### config.mk
export PLATFORM = sky130hd
export DESIGN_NAME = servo_pwm_decoder
export DESIGN_NICKNAME = d
export VERILOG_FILES = /design/src/rtl/servo_pkg.sv /design/src/rtl/servo_pwm_capture.sv /design/src/rtl/servo_pwm_decoder.sv
export SDC_FILE = /design/constraint.sdc
export NUM_CORES = 1
export LEC_CHECK = 0
export BUFFER_PORTS_ARGS = -buffer_cell sky130_fd_sc_hd__buf_2
export CAP_MARGIN = 20
export CORE_MARGIN = 2
export CORE_UTILIZATION = 45
export CTS_BUF_LIST = sky130_fd_sc_hd__clkbuf_4
export CTS_CLUSTER_DIAMETER = 150
export DETAILED_ROUTE_END_ITERATION = 8
export PLACE_DENSITY = 0.73
export RECOVER_POWER = 50
export SETUP_SLACK_MARGIN = 0.1
export SLEW_MARGIN = 20
export SYNTH_ARGS = -nofsm -noshare
export SYNTH_HDL_FRONTEND = slang
export SYNTH_SLANG_ARGS = --single-unit
export TNS_END_PERCENT = 100
### constraint.sdc
create_clock -name clk_1m -period 2.7 [get_ports clk_1m]
set_clock_uncertainty 0.1 [all_clocks]
set_input_delay 0.405 -clock clk_1m [delete_from_list [all_inputs] [get_ports clk_1m]]
set_output_delay 0.405 -clock clk_1m [all_outputs]
set_load 0.01 [all_outputs]
### src/rtl/servo_pkg.sv
// Shared constants for the servo PWM generator and decoder.
// Widths are in microseconds, which equals clk_1m ticks.
package servo_pkg;

    localparam int unsigned SERVO_PERIOD_US = 20000;
    localparam int unsigned SERVO_W_BITS    = 12;
    localparam int unsigned SERVO_GAP_BITS  = 15;

    localparam int unsigned SERVO_MIN_WIDTH = 500;
    localparam int unsigned SERVO_MAX_WIDTH = 2500;
    localparam int unsigned SERVO_TIMEOUT   = 25000;

    // Largest value a width counter can hold; counters stick here
    localparam logic [SERVO_W_BITS-1:0] SERVO_W_SAT = {SERVO_W_BITS{1'b1}};

    // True when a measured width lies inside the inclusive accept window
    function automatic logic servo_width_ok(
        input logic [SERVO_W_BITS-1:0] width,
        input logic [SERVO_W_BITS-1:0] lo,
        input logic [SERVO_W_BITS-1:0] hi
    );
        return (width >= lo) && (width <= hi);
    endfunction

endpackage

### src/rtl/servo_pwm_capture.sv
// Single-channel servo pulse capture: synchronizes one asynchronous pwm
// line, measures each high time in clk_1m ticks, and reports accepted
// widths, out-of-range pulses and loss of signal.
module servo_pwm_capture
    import servo_pkg::*;
#(
    parameter int unsigned MIN_WIDTH = SERVO_MIN_WIDTH,
    parameter int unsigned MAX_WIDTH = SERVO_MAX_WIDTH,
    parameter int unsigned TIMEOUT   = SERVO_TIMEOUT
) (
    input  logic                    clk_1m,
    input  logic                    rst,
    input  logic                    pwm_in,
    output logic [SERVO_W_BITS-1:0] width,
    output logic                    width_vld,
    output logic                    width_err,
    output logic                    lost
);

    localparam logic [SERVO_W_BITS-1:0]   MIN_W      = SERVO_W_BITS'(MIN_WIDTH);
    localparam logic [SERVO_W_BITS-1:0]   MAX_W      = SERVO_W_BITS'(MAX_WIDTH);
    localparam logic [SERVO_GAP_BITS-1:0] GAP_MAX    = SERVO_GAP_BITS'(TIMEOUT);
    localparam logic [SERVO_GAP_BITS-1:0] GAP_BEFORE = SERVO_GAP_BITS'(TIMEOUT - 1);

    logic                      sync1;
    logic                      sync2;
    logic                      prev;
    logic                      in_pulse;
    logic [SERVO_W_BITS-1:0]   hi_cnt;
    logic [SERVO_GAP_BITS-1:0] gap_cnt;

    logic rise;
    logic fall;
    logic pulse_end;
    logic pulse_ok;

    // Edges are taken from the synchronized level; prev holds last cycle's sync2
    assign rise      = sync2 & ~prev;
    assign fall      = ~sync2 & prev;
    assign pulse_end = fall & in_pulse;
    assign pulse_ok  = servo_width_ok(hi_cnt, MIN_W, MAX_W);

    // Two-stage synchronizer plus edge-history flop; all reset high so a line
    // already high at reset release is not mistaken for a new pulse
    always_ff @(posedge clk_1m) begin
        if (rst) begin
            sync1 <= 1'b1;
            sync2 <= 1'b1;
            prev  <= 1'b1;
        end else begin
            sync1 <= pwm_in;
            sync2 <= sync1;
            prev  <= sync2;
        end
    end

    // High-time counter: restarts at 1 on a rise so N high cycles measure N
    always_ff @(posedge clk_1m) begin
        if (rst) begin
            in_pulse <= 1'b0;
            hi_cnt   <= '0;
        end else if (rise) begin
            in_pulse <= 1'b1;
            hi_cnt   <= SERVO_W_BITS'(1);
        end else begin
            if (sync2 && (hi_cnt != SERVO_W_SAT)) begin
                hi_cnt <= hi_cnt + SERVO_W_BITS'(1);
            end
            if (fall) begin
                in_pulse <= 1'b0;
            end
        end
    end

    // Publish the width or flag an error when a tracked pulse ends
    always_ff @(posedge clk_1m) begin
        if (rst) begin
            width     <= '0;
            width_vld <= 1'b0;
            width_err <= 1'b0;
        end else begin
            width_vld <= 1'b0;
            width_err <= 1'b0;
            if (pulse_end) begin
                if (pulse_ok) begin
                    width     <= hi_cnt;
                    width_vld <= 1'b1;
                end else begin
                    width_err <= 1'b1;
                end
            end
        end
    end

    // Time since last rise; lost sets when it reaches the limit and only a good pulse clears it
    always_ff @(posedge clk_1m) begin
        if (rst) begin
            gap_cnt <= '0;
            lost    <= 1'b1;
        end else begin
            if (rise) begin
                gap_cnt <= '0;
            end else if (gap_cnt != GAP_MAX) begin
                gap_cnt <= gap_cnt + SERVO_GAP_BITS'(1);
            end
            if (!rise && (gap_cnt == GAP_BEFORE)) begin
                lost <= 1'b1;
            end
            if (pulse_end && pulse_ok) begin
                lost <= 1'b0;
            end
        end
    end

endmodule

### src/rtl/servo_pwm_decoder.sv
// Two-channel RC/servo pulse-width decoder. Each channel is an independent
// capture instance; this level only fans the channels out to the ports.
module servo_pwm_decoder
    import servo_pkg::*;
#(
    parameter int unsigned MIN_WIDTH = SERVO_MIN_WIDTH,
    parameter int unsigned MAX_WIDTH = SERVO_MAX_WIDTH,
    parameter int unsigned TIMEOUT   = SERVO_TIMEOUT
) (
    input  logic                    clk_1m,
    input  logic                    rst,
    input  logic [1:0]              pwm_in,
    output logic [SERVO_W_BITS-1:0] width0,
    output logic [SERVO_W_BITS-1:0] width1,
    output logic [1:0]              width_vld,
    output logic [1:0]              width_err,
    output logic [1:0]              lost
);

    logic [SERVO_W_BITS-1:0] width_ch [2];

    for (genvar g = 0; g < 2; g++) begin : g_chan
        servo_pwm_capture #(
            .MIN_WIDTH (MIN_WIDTH),
            .MAX_WIDTH (MAX_WIDTH),
            .TIMEOUT   (TIMEOUT)
        ) u_capture (
            .clk_1m    (clk_1m),
            .rst       (rst),
            .pwm_in    (pwm_in[g]),
            .width     (width_ch[g]),
            .width_vld (width_vld[g]),
            .width_err (width_err[g]),
            .lost      (lost[g])
        );
    end

    assign width0 = width_ch[0];
    assign width1 = width_ch[1];

endmodule

==> out/summary.md <==
Status
• result of the run: finished, final reports clean

Floorplan
• Row Count: 36
• initial cell density of the core: 45.7%
• Die Width: 103 um
• core area: 0.00959 mm^2
• chip height: 103 um
• area enclosed by the die boundary: 0.0106 mm^2
• boundary pin count: 34

STA
• Relative slew margins: 2.01%
• final-report hold violation count: 0
• Highest Clock Rate: 426 MHz
• measured slew at the worst slew-check pin: 1.47 ns
• share of the clock period used by the worst path after layout: 87.0%
• setup tns final: 0 ns
• total of endpoints with negative setup slack in the final report: 0
• time the final worst path needs with I/O delays and setup: 2.35 ns
• max-slew violation count: 0
• setup repair after global routing missed its margin: false

Pwr
• power share of the sequential group: 63.0%
• clock power share: 32.0%
• power per standard cell area: 474 mW/mm^2
• Internal Dissipation: 1.72 mW
• logic gate share of total power: 5.0%
• Worst VDD drop: 192 uV
• Switch Pwr: 0.511 mW
• power after layout: 2.23 mW
• leakage: 1.63 nW
• switching part of the total power: 22.9%

Synthesis
• fraction of post-synthesis cell area in the top cell type by area: 42.0%
• count of yosys warnings during synthesis: 0
• multiplexer share of the synthesized area: 7.08%
• count leader, synth: sky130_fd_sc_hd__dfxtp_1
• most numerous cell types in the synthesized netlist: sky130_fd_sc_hd__dfxtp_1, sky130_fd_sc_hd__nand2b_1, sky130_fd_sc_hd__nor2_1
• post-synthesis net count: 506
• Primary FF master, synth: sky130_fd_sc_hd__dfxtp_1
• Synth Area in XOR/XNOR: 4.99%
• largest family of logic cells by synthesized area: simple AND/OR/NAND/NOR gates
• Seq/Total Area, Yosys: 42.0%
• number of distinct standard cells referenced by the synthesized netlist: 49
• mean cell area of the mapped netlist: 8.95 um^2
• area fraction in and, or, nand and nor cells after synthesis: 28.3%
• share of flip-flops with an asynchronous set or reset after synthesis: 0%
• largest area contributor in the synthesized netlist: sky130_fd_sc_hd__dfxtp_1
• Compound-Gate Fraction of Synth Area: 9.04%
• cell types occupying the most area after synthesis: sky130_fd_sc_hd__dfxtp_1, sky130_fd_sc_hd__mux2i_1, sky130_fd_sc_hd__nand2b_1
• number of synthesized flops with an enable pin: 0
• count of state elements after synthesis: 92
• adder-cell share of the synthesized area: 3.42%
• netlist area before placement: 0.00439 mm^2
• synthesized netlist cell count: 490

Critical path
• launch instance of the worst register-to-register path: g_chan[1].u_capture.sync2$_SDFF_PP1_
• Arr. time, crit path: 2.51 ns
• r2r endpoint: g_chan[1].u_capture.hi_cnt[5]$_SDFFE_PP0P_
• data required time of the worst path: 2.86 ns
• worst reg2reg setup slack: 0.35 ns
• category of the worst setup path capture point: flop
• Max FO, Critical Path: 25
• Critical Setup Path Class: flop to flop
• reg2reg path depth: 3
• startpoint type of the worst setup path: flop

Min path
• Hold Crit Endpoint: g_chan[1].u_capture.sync1$_SDFF_PP1_
• worst hold stages: 2
• worst hold start: pwm_in[1]
• worst hold-check path type: input port to flop

Global route
• via count of the first global-routing pass: 3,169
• largest net degree at the start of global routing: 46
• global router's overall resource usage: 16.4%
• first-pass GRT wire length: 13,800 um
• GRT overflow: 0
• initial antenna violation count: 1

Routing
• Detailed Routing Iterations Pass 1: 4
• number of DRC violations after detailed routing: 0
• vias per cell: 5.22
• total wirelength of the detailed-routed design: 8160 um
• routed via count: 3,394
• count of nets left with antenna violations after detail routing: 0
• Iteration-0 DRC Markers: 63
• final routed wire length divided by cell count: 12.6 um

Clock tree
• clock tree root driver cell: sky130_fd_sc_hd__clkbuf_4
• post-CTS resize count: 0
• # hold bufs at CTS: 0
• clock tree from TritonCTS: built
• CTS H-tree depth: 3
• Clock Path Buffers: 2
• setup fix buffers added after clock tree synthesis: 0
• Clk Latency, worst-skew pair: 0.43 ns
• clock tree sinks: 92
• clock-pin transition on the worst setup and hold timing paths: 0.12 ns
• CTS buffer count: 9

Placed design
• Inst Count DP: 634
• port buffer count: 33
• Final Wtd Congestion: 0.894
• Detailed Place HPWL: 5750 um

Flow run
• # Max-Cap Violations: 0

Layout
• Final Net Count: 528
• final design utilization: 49.0%
• share of cells above drive strength 1: 6.20%
• post-route insts no fill: 650
• Syn-to-layout area delta: 7.25%

==> critical path: stages, from the launching register on <==
cell and delay, ns:
sky130_fd_sc_hd__dfxtp_1 0.49, sky130_fd_sc_hd__ha_1 0.31, sky130_fd_sc_hd__or2_0 1.12, sky130_fd_sc_hd__nor3_1 0.16
==> per-stage QoR <==
| stage | hold WS, ns | setup WS [ns] | instance area [um^2] |
|---|---|---|---|
| after floorplan | 0.289 | 0.750 | 4390 |
| after global placement | 0.294 | 0.658 | 4620 |
| after detailed placement | 0.293 | 0.519 | 4620 |
| after CTS | 0.0514 | 0.502 | 4740 |
| after global routing | 0.0394 | 0.195 | 4700 |
| final | 0.0702 | 0.350 | 4700 |
==> sequential cells by signal, summed over array words and instances (netlist names) <==
name / count
g_chan.u_capture.sync2: 2
g_chan.u_capture.in_pulse: 2
g_chan.u_capture.width_vld: 2
g_chan.u_capture.lost: 2
g_chan.u_capture.gap_cnt: 30
g_chan.u_capture.prev: 2
g_chan.u_capture.hi_cnt: 24
g_chan.u_capture.width: 24
g_chan.u_capture.width_err: 2
g_chan.u_capture.sync1: 2
==> worst max-delay path by stage <==
stage	from	to	slack, ns	cells past startpoint
2_1_floorplan	g_chan[0].u_capture.hi_cnt[4]$_SDFFE_PP0P_	g_chan[0].u_capture.width[10]$_SDFFE_PP0P_	0.75	5
3_3_place_gp	g_chan[0].u_capture.hi_cnt[4]$_SDFFE_PP0P_	g_chan[0].u_capture.width[2]$_SDFFE_PP0P_	0.66	5
3_5_place_dp	g_chan[0].u_capture.hi_cnt[4]$_SDFFE_PP0P_	g_chan[0].u_capture.width[4]$_SDFFE_PP0P_	0.52	5
4_1_cts	g_chan[0].u_capture.hi_cnt[4]$_SDFFE_PP0P_	g_chan[0].u_capture.width[4]$_SDFFE_PP0P_	0.50	5
5_1_grt	g_chan[1].u_capture.sync2$_SDFF_PP1_	g_chan[1].u_capture.hi_cnt[5]$_SDFFE_PP0P_	0.20	3
6_report	g_chan[1].u_capture.sync2$_SDFF_PP1_	g_chan[1].u_capture.hi_cnt[5]$_SDFFE_PP0P_	0.35	3
==> cells in the final DEF, fill, tap and decap left out, types with 2 or more instances in the layout <==
| cell type | instances |
|---|---|
| sky130_fd_sc_hd__xnor2_1 | 12 |
| sky130_fd_sc_hd__clkbuf_4 | 11 |
| sky130_fd_sc_hd__mux2i_1 | 31 |
| sky130_fd_sc_hd__xor2_1 | 13 |
| sky130_fd_sc_hd__o21ai_0 | 16 |
| sky130_fd_sc_hd__nand3_1 | 20 |
| sky130_fd_sc_hd__o31ai_1 | 6 |
| sky130_fd_sc_hd__nor4_1 | 8 |
| sky130_fd_sc_hd__inv_1 | 22 |
| sky130_fd_sc_hd__o41ai_1 | 2 |
| sky130_fd_sc_hd__buf_4 | 5 |
| sky130_fd_sc_hd__and2_1 | 2 |
| sky130_fd_sc_hd__dfxtp_1 | 92 |
| sky130_fd_sc_hd__a22oi_1 | 2 |
| sky130_fd_sc_hd__or2b_1 | 2 |
| sky130_fd_sc_hd__nand3b_1 | 3 |
| sky130_fd_sc_hd__buf_2 | 2 |
| sky130_fd_sc_hd__clkbuf_1 | 32 |
| sky130_fd_sc_hd__or3_1 | 15 |
| sky130_fd_sc_hd__nor2_1 | 38 |
| sky130_fd_sc_hd__nor3_1 | 11 |
| sky130_fd_sc_hd__nand2_1 | 20 |
| sky130_fd_sc_hd__and4_1 | 2 |
| sky130_fd_sc_hd__nand4_1 | 12 |
| sky130_fd_sc_hd__a211oi_1 | 2 |
| sky130_fd_sc_hd__clkinv_1 | 3 |
| sky130_fd_sc_hd__nor3b_1 | 2 |
| sky130_fd_sc_hd__nand2b_1 | 48 |
| sky130_fd_sc_hd__nor4b_1 | 2 |
| sky130_fd_sc_hd__ha_1 | 12 |
| sky130_fd_sc_hd__or2_2 | 7 |
| sky130_fd_sc_hd__and3_1 | 10 |
| sky130_fd_sc_hd__or4_1 | 5 |
| sky130_fd_sc_hd__a21oi_1 | 27 |
==> power by group through the flow <==
stage               sequential, mW  clock [mW]  combinational (mW)
global route                  1.41       0.807               0.130
finish                        1.40       0.714               0.112
floorplan                     1.43           0              0.0947
CTS                           1.40       0.739               0.115
detailed placement            1.43           0               0.115
global placement              1.43           0               0.110
==> routing by layer <==
metal  up-vias  track usage [%]  part of all wire [%]
li1       1743                -                     -
met1      1571             20.9                    48
met2        67             26.9                    46
met3        13             3.25                   3.7
met4         0             7.49                   1.8
met5         -                0                     0
==> final cells by class <==
class / instances / area, um^2
repair buffers: 39 / 168
fillers: 942 / 4890
multi-input cells: 348 / 2320
inverters: 22 / 82.6
well taps: 133 / 166
flip-flops and latches: 92 / 1840
clock buffers: 11 / 82.6
diodes: 1 / 2.50
clock inverters: 4 / 41.3
==> logic make-up (layout without fill, tap and decap cells) <==
logic type / after synthesis / after routing
simple gates: 217 / 217
mux: 31 / 31
compound gates: 63 / 63
other cells: 0 / 1
buf+inv: 50 / 76
xor+xnor: 25 / 25
fa+ha+maj: 12 / 12
flops: 92 / 92
Note: power is estimated with default switching activity, not from simulation.
